--- src/rtl/tinyrisc_pkg.sv ---
// Shared TinyRISC pipeline types and constants.
// Latency: n/a (declarations only).
// Backpressure: n/a.
package tinyrisc_pkg;

   // Datapath and register-file address widths.
   localparam int WORD_W = 32;
   localparam int REG_W  = 4;

   // Memory-access stage FSM states.
   typedef enum logic {
      IDLE = 1'b0,
      WAIT = 1'b1
   } state_t;

   // Load result reported when an access is abandoned by the watchdog.
   localparam logic [WORD_W-1:0] LD_ERR_VALUE = 32'hDEAD_BEEF;

endpackage : tinyrisc_pkg

--- src/rtl/ma_stage_mawb_latch.sv ---
// MA/WB pipeline register: loads a completed instruction, otherwise inserts a bubble.
// Latency: 1 cycle from i_load to o_valid.
// Backpressure: none; writeback always accepts, so the latch never holds off.
import tinyrisc_pkg::*;

module mawb_latch #(
   parameter int W  = WORD_W,
   parameter int RW = REG_W
) (
   input  logic          clk,
   input  logic          rst,
   input  logic          i_load,
   input  logic [W-1:0]  i_aluResult,
   input  logic [W-1:0]  i_ldResult,
   input  logic [W-1:0]  i_prpc,
   input  logic          i_isLd,
   input  logic          i_isCall,
   input  logic          i_isWb,
   input  logic [RW-1:0] i_ra,
   input  logic [RW-1:0] i_rd,
   input  logic          i_err,
   output logic          o_valid,
   output logic [W-1:0]  o_aluResult,
   output logic [W-1:0]  o_ldResult,
   output logic [W-1:0]  o_prpc,
   output logic          o_isLd,
   output logic          o_isCall,
   output logic          o_isWb,
   output logic [RW-1:0] o_ra,
   output logic [RW-1:0] o_rd,
   output logic          o_err
);

   logic          r_valid;
   logic          r_err;
   logic [W-1:0]  r_aluResult;
   logic [W-1:0]  r_ldResult;
   logic [W-1:0]  r_prpc;
   logic          r_isLd;
   logic          r_isCall;
   logic          r_isWb;
   logic [RW-1:0] r_ra;
   logic [RW-1:0] r_rd;

   // Valid and error follow the load enable every cycle, so a non-load cycle is a bubble.
   always_ff @(posedge clk or posedge rst) begin
      if (rst) begin
         r_valid <= 1'b0;
         r_err   <= 1'b0;
      end else begin
         r_valid <= i_load;
         r_err   <= i_load & i_err;
      end
   end

   // Payload only changes when a completed instruction is loaded; bubbles keep old data.
   always_ff @(posedge clk or posedge rst) begin
      if (rst) begin
         r_aluResult <= '0;
         r_ldResult  <= '0;
         r_prpc      <= '0;
         r_isLd      <= 1'b0;
         r_isCall    <= 1'b0;
         r_isWb      <= 1'b0;
         r_ra        <= '0;
         r_rd        <= '0;
      end else if (i_load) begin
         r_aluResult <= i_aluResult;
         r_ldResult  <= i_ldResult;
         r_prpc      <= i_prpc;
         r_isLd      <= i_isLd;
         r_isCall    <= i_isCall;
         r_isWb      <= i_isWb;
         r_ra        <= i_ra;
         r_rd        <= i_rd;
      end
   end

   assign o_valid     = r_valid;
   assign o_err       = r_err;
   assign o_aluResult = r_aluResult;
   assign o_ldResult  = r_ldResult;
   assign o_prpc      = r_prpc;
   assign o_isLd      = r_isLd;
   assign o_isCall    = r_isCall;
   // A stale register write must never leak out of a bubble cycle.
   assign o_isWb      = r_isWb & r_valid;
   assign o_ra        = r_ra;
   assign o_rd        = r_rd;

endmodule : mawb_latch

--- src/rtl/ma_stage.sv ---
// TinyRISC memory-access stage: issues ld/st over a level req/ack handshake, feeds MA/WB latch.
// Latency: non-memory op 1 cycle; memory op 1 + cycles until mem_ack.
// Backpressure: ma_stall holds the EX/MA latch while an access is outstanding.
// Optional watchdog abort enabled by defining MA_TIMEOUT_EN.
import tinyrisc_pkg::*;

module ma_stage #(
   parameter int W       = WORD_W,
   parameter int RW      = REG_W,
   parameter int TIMEOUT = 16
) (
   input  logic          clk,
   input  logic          rst,
   input  logic          in_valid,
   input  logic [W-1:0]  in_aluResult,
   input  logic [W-1:0]  in_op2,
   input  logic [W-1:0]  in_pc,
   input  logic          in_isLd,
   input  logic          in_isSt,
   input  logic          in_isCall,
   input  logic          in_isWb,
   input  logic [RW-1:0] in_ra,
   input  logic [RW-1:0] in_rd,
   output logic          ma_stall,
   output logic          mem_req,
   output logic          mem_we,
   output logic [W-1:0]  mem_addr,
   output logic [W-1:0]  mem_wdata,
   input  logic          mem_ack,
   input  logic [W-1:0]  mem_rdata,
   output logic          wb_valid,
   output logic [W-1:0]  aluResult,
   output logic [W-1:0]  ldResult,
   output logic [W-1:0]  prpc,
   output logic          isLd,
   output logic          isCall,
   output logic          isWb,
   output logic [RW-1:0] ra,
   output logic [RW-1:0] rd,
   output logic          mem_err
);

   state_t        r_state;
   state_t        w_next_state;

   // Request captured on issue so WAIT is independent of the upstream latch.
   logic [W-1:0]  r_addr;
   logic [W-1:0]  r_wdata;
   logic          r_we;
   logic          r_isLd;
   logic [W-1:0]  r_pc;
   logic          r_isCall;
   logic          r_isWb;
   logic [RW-1:0] r_ra;
   logic [RW-1:0] r_rd;

   logic          w_mem_op;
   logic          w_timeout;
   logic          w_complete;
   logic [W-1:0]  w_aluResult;
   logic [W-1:0]  w_ldResult;
   logic [W-1:0]  w_prpc;
   logic          w_isLd;
   logic          w_isCall;
   logic          w_isWb;
   logic [RW-1:0] w_ra;
   logic [RW-1:0] w_rd;
   logic          w_err;

   // Load takes priority when both flags are set.
   assign w_mem_op = in_valid & (in_isLd | in_isSt);

`ifdef MA_TIMEOUT_EN
   localparam int CW = $clog2(TIMEOUT + 1);
   logic [CW-1:0] r_wdog;

   // Watchdog counts WAIT cycles and restarts from zero on every entry to WAIT.
   always_ff @(posedge clk or posedge rst) begin
      if (rst) begin
         r_wdog <= '0;
      end else if (r_state == WAIT) begin
         r_wdog <= r_wdog + CW'(1);
      end else begin
         r_wdog <= '0;
      end
   end

   // Fires on the TIMEOUT-th WAIT cycle; a late ack in that same cycle still wins.
   assign w_timeout = (r_state == WAIT) && !mem_ack && (r_wdog == CW'(TIMEOUT - 1));
`else
   assign w_timeout = 1'b0;
`endif

   // FSM state register.
   always_ff @(posedge clk or posedge rst) begin
      if (rst) begin
         r_state <= IDLE;
      end else begin
         r_state <= w_next_state;
      end
   end

   // FSM next-state: only an un-acked issue enters WAIT; ack or watchdog leaves it.
   always_comb begin
      w_next_state = r_state;
      unique case (r_state)
         IDLE: if (w_mem_op && !mem_ack) w_next_state = WAIT;
         WAIT: if (mem_ack || w_timeout) w_next_state = IDLE;
         default: w_next_state = IDLE;
      endcase
   end

   // FSM outputs: memory interface, stall, and the instruction offered to the MA/WB latch.
   always_comb begin
      mem_req     = 1'b0;
      mem_we      = 1'b0;
      mem_addr    = in_aluResult;
      mem_wdata   = in_op2;
      ma_stall    = 1'b0;
      w_complete  = 1'b0;
      w_aluResult = in_aluResult;
      w_ldResult  = '0;
      w_prpc      = in_pc;
      w_isLd      = in_isLd;
      w_isCall    = in_isCall;
      w_isWb      = in_isWb;
      w_ra        = in_ra;
      w_rd        = in_rd;
      w_err       = 1'b0;
      unique case (r_state)
         IDLE: begin
            mem_req    = w_mem_op;
            mem_we     = w_mem_op & in_isSt & ~in_isLd;
            ma_stall   = w_mem_op & ~mem_ack;
            w_complete = in_valid & (~w_mem_op | mem_ack);
            if (in_isLd) w_ldResult = mem_rdata;
         end
         WAIT: begin
            mem_req     = 1'b1;
            mem_we      = r_we;
            mem_addr    = r_addr;
            mem_wdata   = r_wdata;
            ma_stall    = ~(mem_ack | w_timeout);
            w_complete  = mem_ack | w_timeout;
            w_aluResult = r_addr;
            w_prpc      = r_pc;
            w_isLd      = r_isLd;
            w_isCall    = r_isCall;
            w_isWb      = r_isWb & ~w_timeout;
            w_ra        = r_ra;
            w_rd        = r_rd;
            w_err       = w_timeout;
            if (w_timeout) begin
               w_ldResult = W'(LD_ERR_VALUE);
            end else if (r_isLd) begin
               w_ldResult = mem_rdata;
            end
         end
         default: begin
            mem_req = 1'b0;
         end
      endcase
      // Reset is asynchronous, so the handshake must drop without waiting for an edge.
      if (rst) begin
         mem_req    = 1'b0;
         ma_stall   = 1'b0;
         w_complete = 1'b0;
      end
   end

   // Capture the issuing instruction whenever a memory op is presented in IDLE.
   always_ff @(posedge clk or posedge rst) begin
      if (rst) begin
         r_addr   <= '0;
         r_wdata  <= '0;
         r_we     <= 1'b0;
         r_isLd   <= 1'b0;
         r_pc     <= '0;
         r_isCall <= 1'b0;
         r_isWb   <= 1'b0;
         r_ra     <= '0;
         r_rd     <= '0;
      end else if (r_state == IDLE && w_mem_op) begin
         r_addr   <= in_aluResult;
         r_wdata  <= in_op2;
         r_we     <= in_isSt & ~in_isLd;
         r_isLd   <= in_isLd;
         r_pc     <= in_pc;
         r_isCall <= in_isCall;
         r_isWb   <= in_isWb;
         r_ra     <= in_ra;
         r_rd     <= in_rd;
      end
   end

   mawb_latch #(
      .W  (W),
      .RW (RW)
   ) u_mawb_latch (
      .clk         (clk),
      .rst         (rst),
      .i_load      (w_complete),
      .i_aluResult (w_aluResult),
      .i_ldResult  (w_ldResult),
      .i_prpc      (w_prpc),
      .i_isLd      (w_isLd),
      .i_isCall    (w_isCall),
      .i_isWb      (w_isWb),
      .i_ra        (w_ra),
      .i_rd        (w_rd),
      .i_err       (w_err),
      .o_valid     (wb_valid),
      .o_aluResult (aluResult),
      .o_ldResult  (ldResult),
      .o_prpc      (prpc),
      .o_isLd      (isLd),
      .o_isCall    (isCall),
      .o_isWb      (isWb),
      .o_ra        (ra),
      .o_rd        (rd),
      .o_err       (mem_err)
   );

endmodule : ma_stage

--- config.mk ---
export PLATFORM = sky130hd
export DESIGN_NAME = ma_stage
export DESIGN_NICKNAME = d
export VERILOG_FILES = /design/src/rtl/tinyrisc_pkg.sv /design/src/rtl/ma_stage_mawb_latch.sv /design/src/rtl/ma_stage.sv
export SDC_FILE = /design/constraint.sdc
export NUM_CORES = 1
export LEC_CHECK = 0
export CAP_MARGIN = 20
export CORE_MARGIN = 10
export CORE_UTILIZATION = 50
export CTS_CLUSTER_SIZE = 12
export DETAILED_ROUTE_END_ITERATION = 10
export HOLD_SLACK_MARGIN = 0.12
export PLACE_DENSITY = 0.85
export SLEW_MARGIN = 40
export SYNTH_ARGS = -nofsm -noshare
export SYNTH_HDL_FRONTEND = slang
export SYNTH_SLANG_ARGS = --single-unit
--- constraint.sdc ---
create_clock -name clk -period 11.4 [get_ports clk]
set_input_delay 2.28 -clock clk [delete_from_list [all_inputs] [get_ports clk]]
set_output_delay 2.28 -clock clk [all_outputs]
set_load 0.05 [all_outputs]
# Word-level counts from Yosys, hierarchy flattened

Cells that the tools add are included.

Bits in registers: 217
Bits of input ports: 144
Output and inout port bits: 176
Logic and storage cells: 56

Mux-type cells: 21
Bitwise gates (word level): 13
Reductions and logical operators: 3

Operator list:

| kind              | count |
|---|---|
| $mux 32           | 5 |
| $pmux 32 s2       | 1 |
| $pmux 1 s2        | 5 |
| $mux 1            | 8 |
| $mux 4            | 2 |
| $and 1x1->1       | 7 |
| $not 1->1         | 4 |
| $logic_and 1x1->1 | 2 |
| $or 1x1->1        | 2 |
| $logic_not 1->1   | 1 |

# Logic depth before layout (Yosys ltp)

Gate-level depths: netlist of run 1.

Word-level depth: 7
Depth in mapped cells: 6
Mapped depth without buffers: 3

# Modules after synthesis

A second synthesis of run 1 with hierarchy kept.

Cells, all modules: 631
Area total of the unflattened synthesis: 9,930.8 um^2

Modules (own cells, without submodules):

| module     | times used | cells an instance | area an instance (um^2) | seq. area each (um^2) |
|---|---|---|---|---|
| ma_stage   | 1          | 400               | 5,825.6                 | 2,727.6 |
| mawb_latch | 1          | 231               | 4,105.2                 | 2,727.6 |

# Worst setup path after synthesis of run 1

No wires, ideal clock.

Path kind: input-to-reg
From: input rst
To: register u_mawb_latch.r_prpc[0] (netlist: u_mawb_latch.o_prpc[0])
Setup time: 0.128 ns
Data arrival time: 8.277 ns
Data required time: 11.272 ns
Path slack: 2.996 ns
Stages on the path: 5
Path buffers: 2
Cells stage by stage: inv_1 o221a_2 buf_2 buf_4 mux2_1

Cells in the longest elaborated chain, start to end: 1

RTL lines:

| item                 | RTL line                  | source |
|---|---|---|
| start, declared      | ma_stage.sv:13            | `input logic rst,` |
| $mux 1               | ma_stage.sv:164           | `if (rst) begin` |
| end signal, assigned | ma_stage_mawb_latch.sv:70 | `r_prpc <= i_prpc;` |
| end, declared        | ma_stage_mawb_latch.sv:38 | `logic [W-1:0] r_prpc;` |

Every way passes these cells.
A chain may end at the register's enable or synchronous reset.

# Worst setup path in the final report of run 1

From: input in_isLd
To: output ma_stall

Cells in the longest elaborated chain, start to end: 5

RTL lines:

| item            | RTL line        | source |
|---|---|---|
| start, declared | ma_stage.sv:18  | `input logic in_isLd,` |
| $or 1x1->1      | ma_stage.sv:71  | `assign w_mem_op = in_valid & (in_isLd \| in_isSt);` |
| $and 1x1->1     | ma_stage.sv:71  |  |
| $and 1x1->1     | ma_stage.sv:134 | `ma_stall = w_mem_op & ~mem_ack;` |
| $pmux 1 s2      | ma_stage.sv:130 | `unique case (r_state)` |
| $mux 1          | ma_stage.sv:164 |  |
| end, declared   | ma_stage.sv:24  | `output logic ma_stall,` |

Every way passes these cells.

==> results of run 1 <==
==> area by class of cell <==
class                   count  area (µm²)
clock buffers              37         751
clock inverters             4        23.8
fillers                  1231        5120
inverters                  33         136
multi-input cells         369        3800
flip-flops and latches    217        5430
well taps                 260         325
repair buffers            323        3240
==> logic make-up after synthesis <==
family	Yosys count	synth area share (%)
compound gates	7	0.573
mux	320	37.1
other cells	1	0.0390
buf+inv	73	4.06
flops	217	56.5
simple gates	41	1.71
==> synthesized netlist by cell type <==
library cell	count	area [µm²]
sky130_fd_sc_hd__a21oi_1	2	10.0
sky130_fd_sc_hd__a22o_1	1	8.76
sky130_fd_sc_hd__a32o_1	1	10.0
sky130_fd_sc_hd__and2_1	1	6.26
sky130_fd_sc_hd__buf_2	21	105
sky130_fd_sc_hd__buf_4	8	60.1
sky130_fd_sc_hd__buf_6	8	90.1
sky130_fd_sc_hd__clkbuf_1	3	11.3
sky130_fd_sc_hd__conb_1	1	3.75
sky130_fd_sc_hd__dfrtp_1	217	5430
sky130_fd_sc_hd__inv_1	33	124
sky130_fd_sc_hd__mux2_1	115	1290
sky130_fd_sc_hd__mux2_2	173	1950
sky130_fd_sc_hd__mux2i_1	32	320
sky130_fd_sc_hd__nand2_1	33	124
sky130_fd_sc_hd__nor2_1	4	15.0
sky130_fd_sc_hd__nor2b_2	1	8.76
sky130_fd_sc_hd__nor3_1	2	10.0
sky130_fd_sc_hd__o21a_1	2	15.0
sky130_fd_sc_hd__o221a_2	1	11.3
==> routing by layer <==
metal	vias up	share of wire, %	track usage, %
met1	3205	37	22.0
met2	230	48	32.4
met5	-	0	0
met3	30	13	10.0
li1	2907	-	-
met4	0	1.8	4.76
==> worst max-delay path by stage <==
stage / from / endpoint
6_report: in_isLd / ma_stall
4_1_cts: in_isLd / ma_stall
3_3_place_gp: in_isLd / ma_stall
2_1_floorplan: rst / u_mawb_latch.o_prpc[0]
3_5_place_dp: in_isLd / ma_stall
5_1_grt: in_isLd / ma_stall
==> critical path, delay by kind of cell <==
kind / cells / cell delay (ns)
AOI/OAI and AO/OA: 1 / 0.16
buffers and inverters: 2 / 1.43
and+or+nand+nor: 2 / 0.22
==> state kept, by name, summed over array words and instances (netlist names), 32 cells and up <==
signal / flops
r_addr: 32
r_pc: 32
r_wdata: 32
u_mawb_latch.o_aluResult: 32
u_mawb_latch.o_ldResult: 32
u_mawb_latch.o_prpc: 32
==> through the flow <==
| step | cells | setup WS, ns | hold WS (ns) | total power (µW) | utilization [%] |
|---|---|---|---|---|---|
| floorplan | 659 | 3.00 | 0.450 | 1710 | - |
| global placement | 1201 | 5.04 | 0.461 | 2080 | 68.5 |
| detailed placement | 1202 | 5.02 | 0.468 | 2100 | 68.7 |
| CTS | 1243 | 5.02 | 0.483 | 2870 | 72.8 |
| global route | 1243 | 4.91 | 0.494 | 2960 | 72.8 |
| finish | 1243 | 5.02 | 0.480 | 2830 | 72.8 |
==> report_power, final <==
part / leakage (µW) / internal, µW / switching (µW)
registers: 0.00258 / 937 / 86.1
logic: 0.00272 / 402 / 661
clock network: 0.000386 / 450 / 296
total: 0.00569 / 1790 / 1040
==> placed cells by master, fill, tap and decap left out <==
cell,synthesis,final
sky130_fd_sc_hd__clkinv_4,0,1
sky130_fd_sc_hd__buf_4,8,2
sky130_fd_sc_hd__clkdlybuf4s50_1,0,318
sky130_fd_sc_hd__nor2_1,4,4
sky130_fd_sc_hd__clkbuf_1,3,4
sky130_fd_sc_hd__clkinv_2,0,3
sky130_fd_sc_hd__and2_1,1,1
sky130_fd_sc_hd__clkbuf_16,0,25
sky130_fd_sc_hd__o21a_4,0,1
sky130_fd_sc_hd__nand2_1,33,33
sky130_fd_sc_hd__dfrtp_1,217,216
sky130_fd_sc_hd__clkbuf_8,0,8
sky130_fd_sc_hd__mux2_1,115,115
sky130_fd_sc_hd__nor2b_2,1,1
sky130_fd_sc_hd__buf_12,0,1
sky130_fd_sc_hd__mux2_2,173,173
sky130_fd_sc_hd__conb_1,1,1
sky130_fd_sc_hd__inv_12,0,1
sky130_fd_sc_hd__a21oi_1,2,2
sky130_fd_sc_hd__a22o_1,1,1
sky130_fd_sc_hd__nor3_1,2,2
sky130_fd_sc_hd__dfrtp_4,0,1
sky130_fd_sc_hd__o221a_4,0,1
sky130_fd_sc_hd__o21a_1,2,1
sky130_fd_sc_hd__inv_1,33,32
sky130_fd_sc_hd__buf_6,8,2
sky130_fd_sc_hd__mux2i_1,32,32
sky130_fd_sc_hd__a32o_1,1,1
==> impl_summary.md, run 1 <==
Drt
After detailed routing, the average wire length per cell comes to between 20 and 25 µm. The number of vias in the routed layout is between 6000 and 7000. The count of nets left with antenna violations once routing finished came out at 0. The number of vias per cell is a little over 5. The violation count after the first detailed-routing iteration is 225.

The first detailed-routing pass ran for 6 iterations. The final routed DRC violation total is 0. After detailed routing, the total wire length is 25300 µm.

Die
The die covers approximately 25000 µm². The effective utilization at floorplan is between 50 and 60%. The height of the die is around 160 µm. Pin placement for this block handled 320 I/O pins. The die boundary width is 159 µm.

The floorplan has 50 rows. The core outline area is 18800 µm².

Synthesis
Synthesis inferred between 200 and 250 register bits. The cell count after synthesis is roughly 660. The number of nets produced by synthesis is approximately 800. The post-synthesis instance area is 9610 µm². After synthesis, the mean cell area works out to 14.6 µm². Counting distinct cell types in the post-synthesis netlist gives 20. The sequential element share of the synthesized area is ~57%.

The synthesis warning total is 0.

CTS
The clock-pin slew on the worst setup and hold paths is 0.06 ns. The post-cts repair resize count is 0. Counting along the longest clock path gives a buffer depth of 3. The clock reaches the later pin of the worst-skew pair after 0.50 ns. The number of buffers created by CTS is 24. For this design, the sink count on the clock tree is around 220. In this run the number of H-tree levels came out at 1. The CTS tree is yes.

Buffers added to address setup during post-CTS repair amount to 0. The number of buffers added to fix hold violations after cts is 0. The master cell of the clock root buffer is sky130_fd_sc_hd__clkbuf_16.

Placed design
Once placement finished, the instance area stood at around 13000 µm². The placed wire-length estimate is about 18000 µm. The port buffer count is approximately 320. The placer's final routability congestion estimate is approximately 0.8.

STA
Setup repair after global routing left no endpoint under its margin. Counting I/O delays and the setup requirement, the final critical path takes 6.38 ns. Timing would allow up to 157 MHz.

The accumulated negative setup slack is 0 ns. The total count of max-transition violations in the final report was 0. The slew at the pin closest to its max-slew limit is around 0.8 ns. The final setup violation count is 0. The worst slew margin relative to its limit is 46.0%. Dividing the final minimum period by the clock period gives around 56%. On the final layout, the worst clock skew is 0.00714 ns.

The final count of hold timing violations came to 0.

Worst setup path
The worst setup path is launched from an input port. The worst setup path is of the input port to output port kind. The signal on the critical path passes through clkdlybuf4s50_1 > o21a_1 > nor2_1 > nor3_1 > clkdlybuf4s50_1. In this run the critical register-to-register path is captured at u_mawb_latch.o_prpc[18].

The endpoint type of the worst setup path is an output port. The depth of the worst register-to-register path is 4. The worst path required time is around 9.1 ns. In this design, the stage delay of the slowest critical-path cell is approximately 0.83 ns. For flop-to-flop paths, the worst setup slack is about 8.5 ns. The slowest cell on the critical path is sky130_fd_sc_hd__clkdlybuf4s50_1. In this run the worst path has a maximum fanout of 7. The data arrival time of the critical path is roughly 4.1 ns. The worst register-to-register path begins at r_state. In this design, the critical path's most frequently occurring cell is sky130_fd_sc_hd__clkdlybuf4s50_1.

Cells and area
Cells with a size suffix above 1 make up between 20% and 30% of the layout. The final layout net count is between 1000 and 1500. The finished layout cell area is between 10000 and 15000 µm². The number of antenna diodes is 0. The area growth from synthesis to layout is 42.7%.

GRT
The via count of the first global-routing pass is roughly 7100. Across every metal layer, demand over resource in global routing totals 19.6%. The pin count of the biggest net entering global routing is between 100 and 150.

The number of antenna violations at the first check in global routing is 0. The first-pass GRT wire length is between 30000 and 40000 µm. For this run the aggregate overflow at the end of global routing stands at 0.

Flow run
The tool flagged a number of max-cap violations equal to 0.

Pwr
The power density relative to cell area is about 210 nW/µm². The leakage power of the design is between 0.005 and 0.006 µW. The worst-case IR drop observed on VDD is between 0.15 and 0.2 mV.

Hold path
The destination of the worst hold path is r_wdata[0]. The number of stages on the worst hold path is 1. In this run the most critical hold path is launched from r_wdata[0]. The path type of the worst min-delay path is flop to flop.

Outcome
The run finished with clean final reports.
Power figures use the tool's default switching activity.
==> inputs of run 2 (changes only) <==
--- a/config.mk
+++ b/config.mk
@@ -7,11 +7,11 @@
 export LEC_CHECK = 0
 export CAP_MARGIN = 20
 export CORE_MARGIN = 10
-export CORE_UTILIZATION = 50
+export CORE_UTILIZATION = 46
 export CTS_CLUSTER_SIZE = 12
 export DETAILED_ROUTE_END_ITERATION = 10
 export HOLD_SLACK_MARGIN = 0.12
-export PLACE_DENSITY = 0.85
+export PLACE_DENSITY = 0.79
 export SLEW_MARGIN = 40
 export SYNTH_ARGS = -nofsm -noshare
 export SYNTH_HDL_FRONTEND = slang
==> constraint.sdc (replaced) <==
create_clock -name clk -period 6.3 [get_ports clk]
set_input_delay 1.26 -clock clk [delete_from_list [all_inputs] [get_ports clk]]
set_output_delay 1.26 -clock clk [all_outputs]
set_load 0.05 [all_outputs]
==> impl_summary.md, run 2 (synthesis gave the netlist of run 1 again) <==
Pwr
The maximum ir drop on the vdd rail was 0.297 mV (+87%). The share of power burned in combinational logic was 37.1% (-0.4 points). The internal power component was 3310 µW (+85%).

The switching power of the nets is 1890 µW (+81%). The power density relative to cell area is 376 nW/µm² (+82%). The leakage power of the design is 0.00573 µW (+0.71%). The fraction of power spent switching nets is 36.3% (-0.52 points). The sequential fraction of design power is 35.6% (-0.5 points). The part of the power in the clock network is 27.3% (+1.0 points).

Drt
The number of vias in the routed layout came to 6281 (-1.4%). The number of antenna-violating nets in the routed design is 0 (unchanged). The number of vias per cell came to 4.98 (-2.9%). The average routed wire per standard cell is 20.2 µm (-0.73%). The final routed DRC violation total came to 0 (unchanged). The violation count after the first detailed-routing iteration is 198 (-12%).

The routed wire length was 25500 µm (+0.79%). The number of detailed-routing iterations run before antenna repair is 4 (-2).

STA
The highest attainable clock frequency is about 230 MHz. The final count of hold timing violations was 0 (unchanged). The final setup violation count is 0 (unchanged).

The shortest clock period the worst path allows after layout is 4.33 ns. The slew at the pin closest to its max-slew limit came to 0.726 ns (-0.0845 ns). The accumulated negative setup slack is 0 ns (unchanged).

The total count of max-transition violations in the final report was 0 (unchanged). Setup repair after global routing left no endpoint under its margin. The clock tree skew after final layout is 0.00775 ns (+0.000609 ns).

The worst slew margin relative to its limit is 51.5% (+5.5 points). Dividing the final minimum period by the clock period gives between 60 and 70%.

Worst setup path
The total buffers and inverters traversed by the critical path came to 2 (unchanged). The slowest cell on the critical path is sky130_fd_sc_hd__clkdlybuf4s50_1. The flop-to-flop setup slack is 3.51 ns (-4.95 ns). The worst path required time is 5.04 ns (-4.08 ns). The highest cell delay on the worst timing path is 0.83 ns (about the same). The kind of critical path is input port to output port. The data arrival time of the critical path was 3.07 ns (-1.03 ns). The cell repeated most along the worst path is sky130_fd_sc_hd__clkdlybuf4s50_1. The signal on the critical path passes through clkdlybuf4s50_1 > o21a_1 > nor2_1 > nor3_1 > clkdlybuf4s50_1. The maximum fanout count along the critical path is 7 (unchanged).

The cell family with the largest share of critical-path delay is buffers and inverters. STA classifies the critical path endpoint as an output port. The startpoint kind of the worst setup timing path is an input port.

GRT
The first-pass GRT wire length is 39300 µm (+0.88%). The via count of the first global-routing pass came to 6850 (-3.2%). The number of antenna violations at the first check in global routing was 1 (+1). The global-route usage over all layers is 18.2% (-1.3 points). The pin count of the biggest net entering global routing is 75 (-49%). The remaining global-route overflow is 0 (unchanged).

CTS
The number of sinks driven by the clock tree was 217 (unchanged). The H-tree depth reported by CTS is 1 (unchanged). The number of buffers created by CTS came to 24 (unchanged). The master cell of the clock root buffer is sky130_fd_sc_hd__clkbuf_16. The post-cts repair resize count came to 0 (unchanged). The number of buffers added to fix hold violations after cts is 0 (unchanged). TritonCTS built the clock tree. The maximum buffer depth of the clock tree is 3 (unchanged). The clock-pin slew on the worst setup and hold paths was 0.06 ns (about the same). The number of buffers inserted by post-CTS setup repair is 0 (unchanged). The clock latency of the later-clocked register in the worst-skew pair came to 0.50 ns (about the same).

Outcome
The flow ran to the end, and the final reports show no timing, DRC or antenna violations.

Cells and area
The number of non-filler instances in the completed layout came to 1262 (+1.5%). Leaving out fill and tap cells, the most frequent cell in the layout is sky130_fd_sc_hd__clkdlybuf4s50_1. The share of post-route cells with drive strength above 1 is 22.5% (+0.12 points). In the layout the commonest cells are 318 x sky130_fd_sc_hd__clkdlybuf4s50_1, 216 x sky130_fd_sc_hd__dfrtp_1, 173 x sky130_fd_sc_hd__mux2_2. The final layout net count is 1117 (+0.45%). The finished layout cell area is 13800 µm² (+0.87%). The relative area change from synthesis to final layout is 44.0%.

Flow run
The number of maximum-capacitance constraint violations came to 0 (unchanged).

Die
The effective utilization at floorplan is 47.2% (-3.8 points). The height of the die was 165 µm (+3.7%). The die boundary width came to 165 µm (+3.7%). The I/O pin count is 320 (unchanged).

The area of the die came to 27100 µm² (+7.6%). The standard-cell row count came to 52 (+4.0%). The core outline area is 20400 µm² (+8.1%).

Placed design
The number of cells in the design after placement is 1216 (+1.2%). The placed wire-length estimate is 18500 µm (+3.9%). The port buffer count is 318 (unchanged).

The placer's final routability congestion estimate is 0.780 (-0.93%). The instance area at placement is 13000 µm² (+0.48%).

Hold path
The path type of the worst min-delay path is flop to flop.
==> run 2: layout make-up <==
cell class	count	area, µm²
repair buffers	328	3320
flip-flops and latches	217	5430
clock buffers	40	742
diodes	1	2.50
inverters	33	128
clock inverters	4	70.1
multi-input cells	369	3800
well taps	270	338
fillers	1550	6530
==> run 2: path summary, 6_finish.rpt <==
path / startpoint / to / cells past startpoint
setup / recovery: in_isLd / ma_stall / 5
hold / removal: u_mawb_latch.o_aluResult[24] / u_mawb_latch.o_aluResult[24] / 1
setup reg to reg: r_state / u_mawb_latch.o_prpc[25] / 6
hold reg to reg: u_mawb_latch.o_aluResult[24] / u_mawb_latch.o_aluResult[24] / 1
max in group asynchronous: rst / u_mawb_latch.o_ldResult[29] / 4
min in group asynchronous: rst / u_mawb_latch.o_aluResult[0] / 2
==> run 2: worst reg2reg max path, cell delays in order, from the launching register on <==
cell and delay (ns):
sky130_fd_sc_hd__dfrtp_4 0.63, sky130_fd_sc_hd__buf_12 0.24, sky130_fd_sc_hd__nor3_1 0.28, sky130_fd_sc_hd__o221a_4 0.42, sky130_fd_sc_hd__buf_12 0.28, sky130_fd_sc_hd__buf_12 0.36, sky130_fd_sc_hd__mux2_1 0.46
==> run 2: power by group through the flow <==
stage	sequential, µW	clock, µW	combinational [µW]
after floorplan	2460	0	638
after global placement	1860	0	1910
after detailed placement	1870	0	1950
after CTS	1850	1450	1950
after global routing	1890	1520	2020
final	1850	1420	1930
==> run 2: per-stage QoR <==
stage | total power, µW | setup WS, ns | utilization (%) | hold WS (ns)
after floorplan | 3100 | 0.716 | - | 0.450
after global placement | 3770 | 1.93 | 63.6 | 0.461
after detailed placement | 3810 | 1.98 | 63.8 | 0.471
after CTS | 5260 | 1.97 | 67.8 | 0.485
after global routing | 5430 | 1.87 | 67.9 | 0.493
final | 5190 | 1.97 | 67.9 | 0.481
==> run 2: routing by layer <==
metal	share of wire (%)	GRT usage [%]	vias to the layer above
met5	0	0	-
met4	1.7	3.54	0
met3	12	9.11	29
met2	48	30.9	206
met1	38	20.4	3126
li1	-	-	2920
